$ cat src/rtl/vis_accumulator.sv
// Final-stage visibility accumulator: sums (count_i+1) blocks of N signed partial
// sums element-wise and streams the completed block out as one frame.
module vis_accumulator #(
    parameter int unsigned CORES = 3,
    parameter int unsigned TRATE = 15,
    parameter int unsigned WIDTH = 32,
    parameter int unsigned SBITS = 7
) (
    input  logic                 clock,
    input  logic                 reset_n,
    input  logic [WIDTH-SBITS:0] count_i,
    input  logic                 frame_i,
    input  logic                 valid_i,
    input  logic                 first_i,
    input  logic                 last_i,
    input  logic [SBITS-1:0]     revis_i,
    input  logic [SBITS-1:0]     imvis_i,
    output logic                 valid_o,
    output logic                 last_o,
    output logic [WIDTH-1:0]     revis_o,
    output logic [WIDTH-1:0]     imvis_o
);

    localparam int unsigned N  = CORES * TRATE;
    localparam int unsigned PW = (N > 1) ? $clog2(N) : 1;
    localparam int unsigned CW = WIDTH - SBITS + 1;
    localparam int unsigned XW = WIDTH - SBITS;

    logic [WIDTH-1:0] re_mem [N];
    logic [WIDTH-1:0] im_mem [N];

    logic [PW-1:0]    ptr_q, ptr_d;
    logic [CW-1:0]    blk_q, blk_d;
    logic [CW-1:0]    lim_q, lim_d;
    logic             valid_q, valid_d;
    logic             last_q, last_d;
    logic [WIDTH-1:0] re_q, re_d;
    logic [WIDTH-1:0] im_q, im_d;

    logic             accept;
    logic             final_blk;
    logic             wr_en;
    logic [PW-1:0]    addr;
    logic [CW-1:0]    eff_lim;
    logic [WIDTH-1:0] re_base, im_base;
    logic [WIDTH-1:0] re_sum, im_sum;

    // Address, accumulate and bookkeeping; the first block of a frame uses count_i directly
    always_comb begin
        accept    = frame_i && valid_i;
        addr      = first_i ? PW'(0) : ptr_q;
        eff_lim   = (blk_q == CW'(0)) ? count_i : lim_q;
        final_blk = (blk_q == eff_lim);
        re_base   = (blk_q == CW'(0)) ? WIDTH'(0) : re_mem[addr];
        im_base   = (blk_q == CW'(0)) ? WIDTH'(0) : im_mem[addr];
        re_sum    = re_base + {{XW{revis_i[SBITS-1]}}, revis_i};
        im_sum    = im_base + {{XW{imvis_i[SBITS-1]}}, imvis_i};
        wr_en     = accept && !final_blk;

        ptr_d   = ptr_q;
        blk_d   = blk_q;
        lim_d   = lim_q;
        valid_d = 1'b0;
        last_d  = 1'b0;
        re_d    = re_q;
        im_d    = im_q;

        if (!frame_i) begin
            ptr_d = PW'(0);
            blk_d = CW'(0);
        end else if (accept) begin
            ptr_d = (last_i || addr == PW'(N - 1)) ? PW'(0) : addr + PW'(1);
            if (blk_q == CW'(0)) begin
                lim_d = count_i;
            end
            if (last_i) begin
                blk_d = final_blk ? CW'(0) : blk_q + CW'(1);
            end
            if (final_blk) begin
                valid_d = 1'b1;
                last_d  = last_i;
                re_d    = re_sum;
                im_d    = im_sum;
            end
        end
    end

    always_ff @(posedge clock or negedge reset_n) begin
        if (!reset_n) begin
            ptr_q   <= '0;
            blk_q   <= '0;
            lim_q   <= '0;
            valid_q <= 1'b0;
            last_q  <= 1'b0;
            re_q    <= '0;
            im_q    <= '0;
        end else begin
            ptr_q   <= ptr_d;
            blk_q   <= blk_d;
            lim_q   <= lim_d;
            valid_q <= valid_d;
            last_q  <= last_d;
            re_q    <= re_d;
            im_q    <= im_d;
        end
    end

    // Accumulator arrays are not reset; a frame's first block never reads them
    always_ff @(posedge clock) begin
        if (wr_en) begin
            re_mem[addr] <= re_sum;
            im_mem[addr] <= im_sum;
        end
    end

    assign valid_o = valid_q;
    assign last_o  = last_q;
    assign revis_o = re_q;
    assign imvis_o = im_q;

endmodule

$ cat config.mk
export PLATFORM = sky130hd
export DESIGN_NAME = vis_accumulator
export DESIGN_NICKNAME = d
export VERILOG_FILES = /design/src/rtl/vis_accumulator.sv
export SDC_FILE = /design/constraint.sdc
export NUM_CORES = 2
export LEC_CHECK = 0
export ABC_AREA = 0
export CORE_MARGIN = 4
export CORE_UTILIZATION = 45
export DETAILED_ROUTE_END_ITERATION = 12
export MAX_ROUTING_LAYER = met4
export PLACE_DENSITY_LB_ADDON = 0.05
export SLEW_MARGIN = 10
export SYNTH_ARGS = -nofsm -noshare
export SYNTH_HDL_FRONTEND = slang
export SYNTH_SLANG_ARGS = --single-unit
$ cat constraint.sdc
create_clock -name clock -period 8.1 [get_ports clock]
set_input_delay 1.62 -clock clock [delete_from_list [all_inputs] [get_ports clock]]
set_output_delay 1.62 -clock clock [all_outputs]
set_load 0.01 [all_outputs]
-- Word level (Yosys, flattened, before mapping)
Memories as Yosys holds them, arrays and structs flattened.
Cells that the tools add are included.
- $add $sub $neg: 4
- multiply operators: 0
- div/mod/pow operators: 0
- magnitude comparators: 0
- equality and inequality tests: 4
- shifts and indexed selects: 0
- multiplexer cells: 19
- bitwise logic cells: 0
- reductions and logical operators: 8
- operators with widths (cell ; number):
    $mux W26 ; 5
    $add A32 B32 Y32 ; 2
    $mux W32 ; 2
    $add A26 B1 Y26 const B ; 1
    $eq A26 B26 Y1 ; 1
    $logic_not A26 Y1 ; 1
    $mux W6 ; 4
    $mux W1 ; 8
    $add A6 B1 Y6 const B ; 1
    $eq A6 B6 Y1 const B ; 1
    $ne A2 B1 Y1 const B ; 2
    $reduce_and A2 Y1 ; 2
    $reduce_and A3 Y1 ; 1
    $logic_and A1 B1 Y1 ; 2
    $logic_not A1 Y1 ; 1
    $logic_or A1 B1 Y1 ; 1
- bits in registers: 124
- bits in latches: 0
- memory bits (writable): 2880
- bits in read-only memories: 0
- input port bits: 46
- output and inout bits: 66
- memories kept: 2
- memories (memory ; words ; width ; rd ports ; clocked after memory_dff ; wr ports ; RTL line ; source):
    im_mem ; 45 ; 32 ; 1 ; 0 ; 1 ; 30 ; logic [WIDTH-1:0] im_mem [N];
    re_mem ; 45 ; 32 ; 1 ; 0 ; 1 ; 29 ; logic [WIDTH-1:0] re_mem [N];

-- Depth between registers and ports, before layout
- word-level depth: 7
- depth in mapped cells: 25
- gate-level depth less buffers: 20

-- Worst setup path before layout
No wires, ideal clock.
- path kind: input-to-reg
- start point: input first_i
- end point: memory im_mem[44][0] (enable)
- library setup time: 0.564 ns
- arrival time: 7.888 ns
- required time: 7.536 ns
- slack: -0.352 ns
- stages on the path: 8
- path buffers: 6
- cells stage by stage: clkbuf_1 -> or4b_2 -> clkbuf_1 -> buf_1 -> clkbuf_1 -> clkbuf_1 -> clkbuf_1 -> nor3_1
- cells in the longest elaborated chain, start to end: 1
- RTL lines (what ; RTL line ; source):
    from (decl) ; 14 ; input logic first_i,
    $mux W6 ; 51 ; addr = first_i ? PW'(0) : ptr_q;
    to (decl) ; 30 ;
Every way passes these cells.

-- Worst setup path in the final report
- start point: input first_i
- end point: memory re_mem[4][24], data pin
- cells in the longest elaborated chain, start to end: 4
- RTL lines (what ; RTL line ; source):
    $mux W6 ; 51 ;
    $mem_v2 Z45 W32 ; -- ;
    $mux W32 ; 54 ; re_base = (blk_q == CW'(0)) ? WIDTH'(0) : re_mem[addr];
    $add A32 B32 Y32 ; 56 ; re_sum = re_base + {{XW{revis_i[SBITS-1]}}, revis_i};
    via re_sum[24] ; 46 ; logic [WIDTH-1:0] re_sum, im_sum;
    to (decl) ; 29 ;
The timed path passes the listed nets, and every way through them passes these cells.

==> summary.txt <==
Status: completed
Setup crit end kind: register
Final Wtd Congestion: 0.841
Placed instance count: 10200
Most common cell after layout, fill and taps aside: edfxtp_1
Final hold vios: 0
Die Width: 506 µm
Worst Path Required: 8.67 ns
Area growth syn-to-layout: 16.4%
Max_cap viols: 0
LEAKAGE: 41.9 nW
Reg area: 0.0896 mm²
Distinct cells, synth: 79
Cell Rows: 182
Max Fclk: 133 MHz
Number of routed nets with antenna violations: 0
Hold bufs inserted after CTS: 0
Setup repair bufs after CTS: 0
Non-Filler Instances: 10800
Largest net degree at the start of global routing: 94
Total die area: 0.256 mm²
Starting DRT DRC Count: 8385
Hold Path Depth: 1
Reg-to-Reg End: re_mem[4][24]
Cells after Synth: 6848
First-pass iteration count of the detailed router: 6
Total power: 0.0340 W
Fill count: 20000
PortBufs: 111
PD cells: 261 mW/mm²
Detailed Place HPWL: 202000 µm
Area of the multi-input gates: 0.0214 mm²
Remaining DRCs: 0
Hold path startpoint: revis_o[3]
Total Routed Length: 391000 µm
FF-to-FF path depth: 19
Syn avg cell area: 16.3 µm²
Most frequent cells in the layout: edfxtp_1, o22ai_1, nor2_1
Maximum vdd drop: 0.202 mV
Post-CTS sizing: 0
Crit path DAT: 8.08 ns
Number of H-tree levels: 5
Clk_skew: 0.0536 ns
EDFF count, synth: 2880
Initial antenna violation count: 12
Critical-path maximum fanout: 46
Number of global-route vias before repair: 67000
Nets@finish: 7359
Maximum root-to-sink buffer count: 4
Clock transition at path regs: 0.06 ns
Post-layout minimum cycle time: 7.51 ns
Synth Register Bits: 3004
TritonCTS Sinks: 3004
Reg2reg setup slack: 1.22 ns
Via Count: 69400
Initial Util: 45.3%
Syn Nets: 6962
Commonest register cell after synthesis: edfxtp_1
Worst skew pair latency: 0.95 ns
Mapped Area: 0.112 mm²
Floorplan core area: 0.247 mm²
Slew HR: 13.4%
Grt total ovfl: 0
RSZ-0062 raised after global routing: false
Worst hold path type: register to register
Worst r2r src: ptr_q[2]
Synth warn: 0
Share of cells above drive strength 1: 12.9%
Share of the yosys chip area belonging to registers: 80.2%
Final period util: 92.7%
Worst-margin pin slew: 1.29 ns
Fin. max-slew vios: 0
Num CTS Buffers: 327
Worst Hold Path EP: revis_o[3]
Wirelength per Cell: 36.2 µm
I/O pin count: 112
# setup viols final: 0
Global-route usage over all layers: 30.8%
CTS tree: done
Root Driver: clkbuf_16
Die H: 506 µm
Crit path kind: input pin to register
CP startpoint kind: input pin
Asr flop ratio synth: 4.13%
Routed vias/inst: 6.43
First-pass GRT wire length: 541000 µm
[per-stage QoR]
step	setup slack [ns]	hold slack (ns)	cell area (µm²)	utilization (%)	TNS, ns
final	0.589	0.482	130000	52.7	0
after global routing	0.326	0.510	130000	52.7	0
after CTS	0.616	0.487	130000	52.7	0
after detailed placement	-0.357	0.474	120000	48.8	-29.62
after global placement	-0.323	0.471	120000	48.8	-22.43
after floorplan	0.0866	0.480	112000	-	0
[metal layers]
| metal | wire length (µm) | track usage (%) | part of all wire [%] | up-vias |
|---|---|---|---|---|
| met5 | 0 | - | 0 | - |
| met4 | 10800 | 7.93 | 2.8 | 0 |
| met3 | 28100 | 3.65 | 7.2 | 634 |
| met1 | 164000 | 42.8 | 42 | 37000 |
| li1 | - | - | - | 28600 |
| met2 | 187000 | 48.8 | 48 | 3206 |
[critical path, cell delays in order]
cell	delay, ns
clkdlybuf4s50_1	0.68
nand4bb_4	0.32
buf_4	0.48
buf_4	0.39
o22ai_1	0.14
nor2_1	0.11
o21ai_0	0.09
nor3_1	0.15
o22ai_1	0.12
a221oi_1	0.24
o311a_1	0.21
ha_1	0.23
buf_4	0.17
a2111oi_0	1.02
buf_4	0.27
a21o_1	0.17
a211oi_1	0.11
o21ai_0	0.29
a31oi_1	0.24
xor2_4	0.93
[kinds of logic after synthesis]
| family | after synthesis | synth area share (%) |
|---|---|---|
| xor+xnor | 81 | 0.635 |
| buf+inv | 460 | 1.60 |
| fa+ha+maj | 68 | 0.775 |
| mux | 86 | 0.863 |
| simple gates | 1302 | 5.49 |
| compound gates | 1847 | 10.5 |
| flops | 3004 | 80.2 |
[sequential cells by signal, summed over array words and instances (netlist names)]
name,flops
im_mem,1440
re_mem,1440
imvis_o,32
revis_o,32
blk_q,26
lim_q,26
ptr_q,6
last_o,1
valid_o,1
[report_power, final]
part           switching, W  internal [W]
Sequential        0.0000300        0.0179
Combinational       0.00152      0.000533
Clock               0.00590       0.00807
[final cells by class]
| type | instances | share of cell area (%) |
|---|---|---|
| Clock buffer | 423 | 6.72 |
| Sequential cell | 3004 | 68.9 |
| Timing Repair Buffer | 480 | 3.79 |
| Multi-Input combinational cell | 3384 | 16.4 |
| Clock inverter | 142 | 0.834 |
| Antenna cell | 6 | 0.0115 |
| Tap cell | 3312 | 3.19 |
| Inverter | 48 | 0.140 |
[cell usage after synthesis (all sizes together) (7+ instances only)]
cell type,count,share of area [%]
a211oi,10,0.067
a21o,24,0.16
a21oi,75,0.34
a221oi,60,0.47
a31oi,20,0.11
and3,22,0.12
buf,54,0.24
clkbuf,358,1.2
dfrtp,124,2.8
edfxtp,2880,77
ha,66,0.74
inv,47,0.16
mux2,83,0.84
nand2,106,0.36
nand2b,23,0.13
nand3,26,0.12
nand4,12,0.073
nor2,574,1.9
nor2b,16,0.090
nor3,302,1.4
nor4,182,1.0
o21a,9,0.060
o21ai,411,1.8
o221ai,67,0.53
o22ai,1046,5.9
o311a,61,0.55
o31a,7,0.055
or3,10,0.056
xnor2,51,0.40
xor2,30,0.24
[how the worst max path moves through the flow]
| stage | to | slack [ns] | from | cells after the start |
|---|---|---|---|---|
| 6_report | re_mem[4][24] | 0.59 | first_i | 20 |
| 5_1_grt | re_mem[3][24] | 0.33 | first_i | 19 |
| 2_1_floorplan | im_mem[0][30] | 0.09 | first_i | 23 |
| 3_3_place_gp | re_mem[21][24] | -0.32 | first_i | 20 |
| 3_5_place_dp | re_mem[23][24] | -0.36 | first_i | 20 |
| 4_1_cts | re_mem[38][24] | 0.62 | first_i | 20 |
Note: power is estimated with default switching activity, not from simulation.
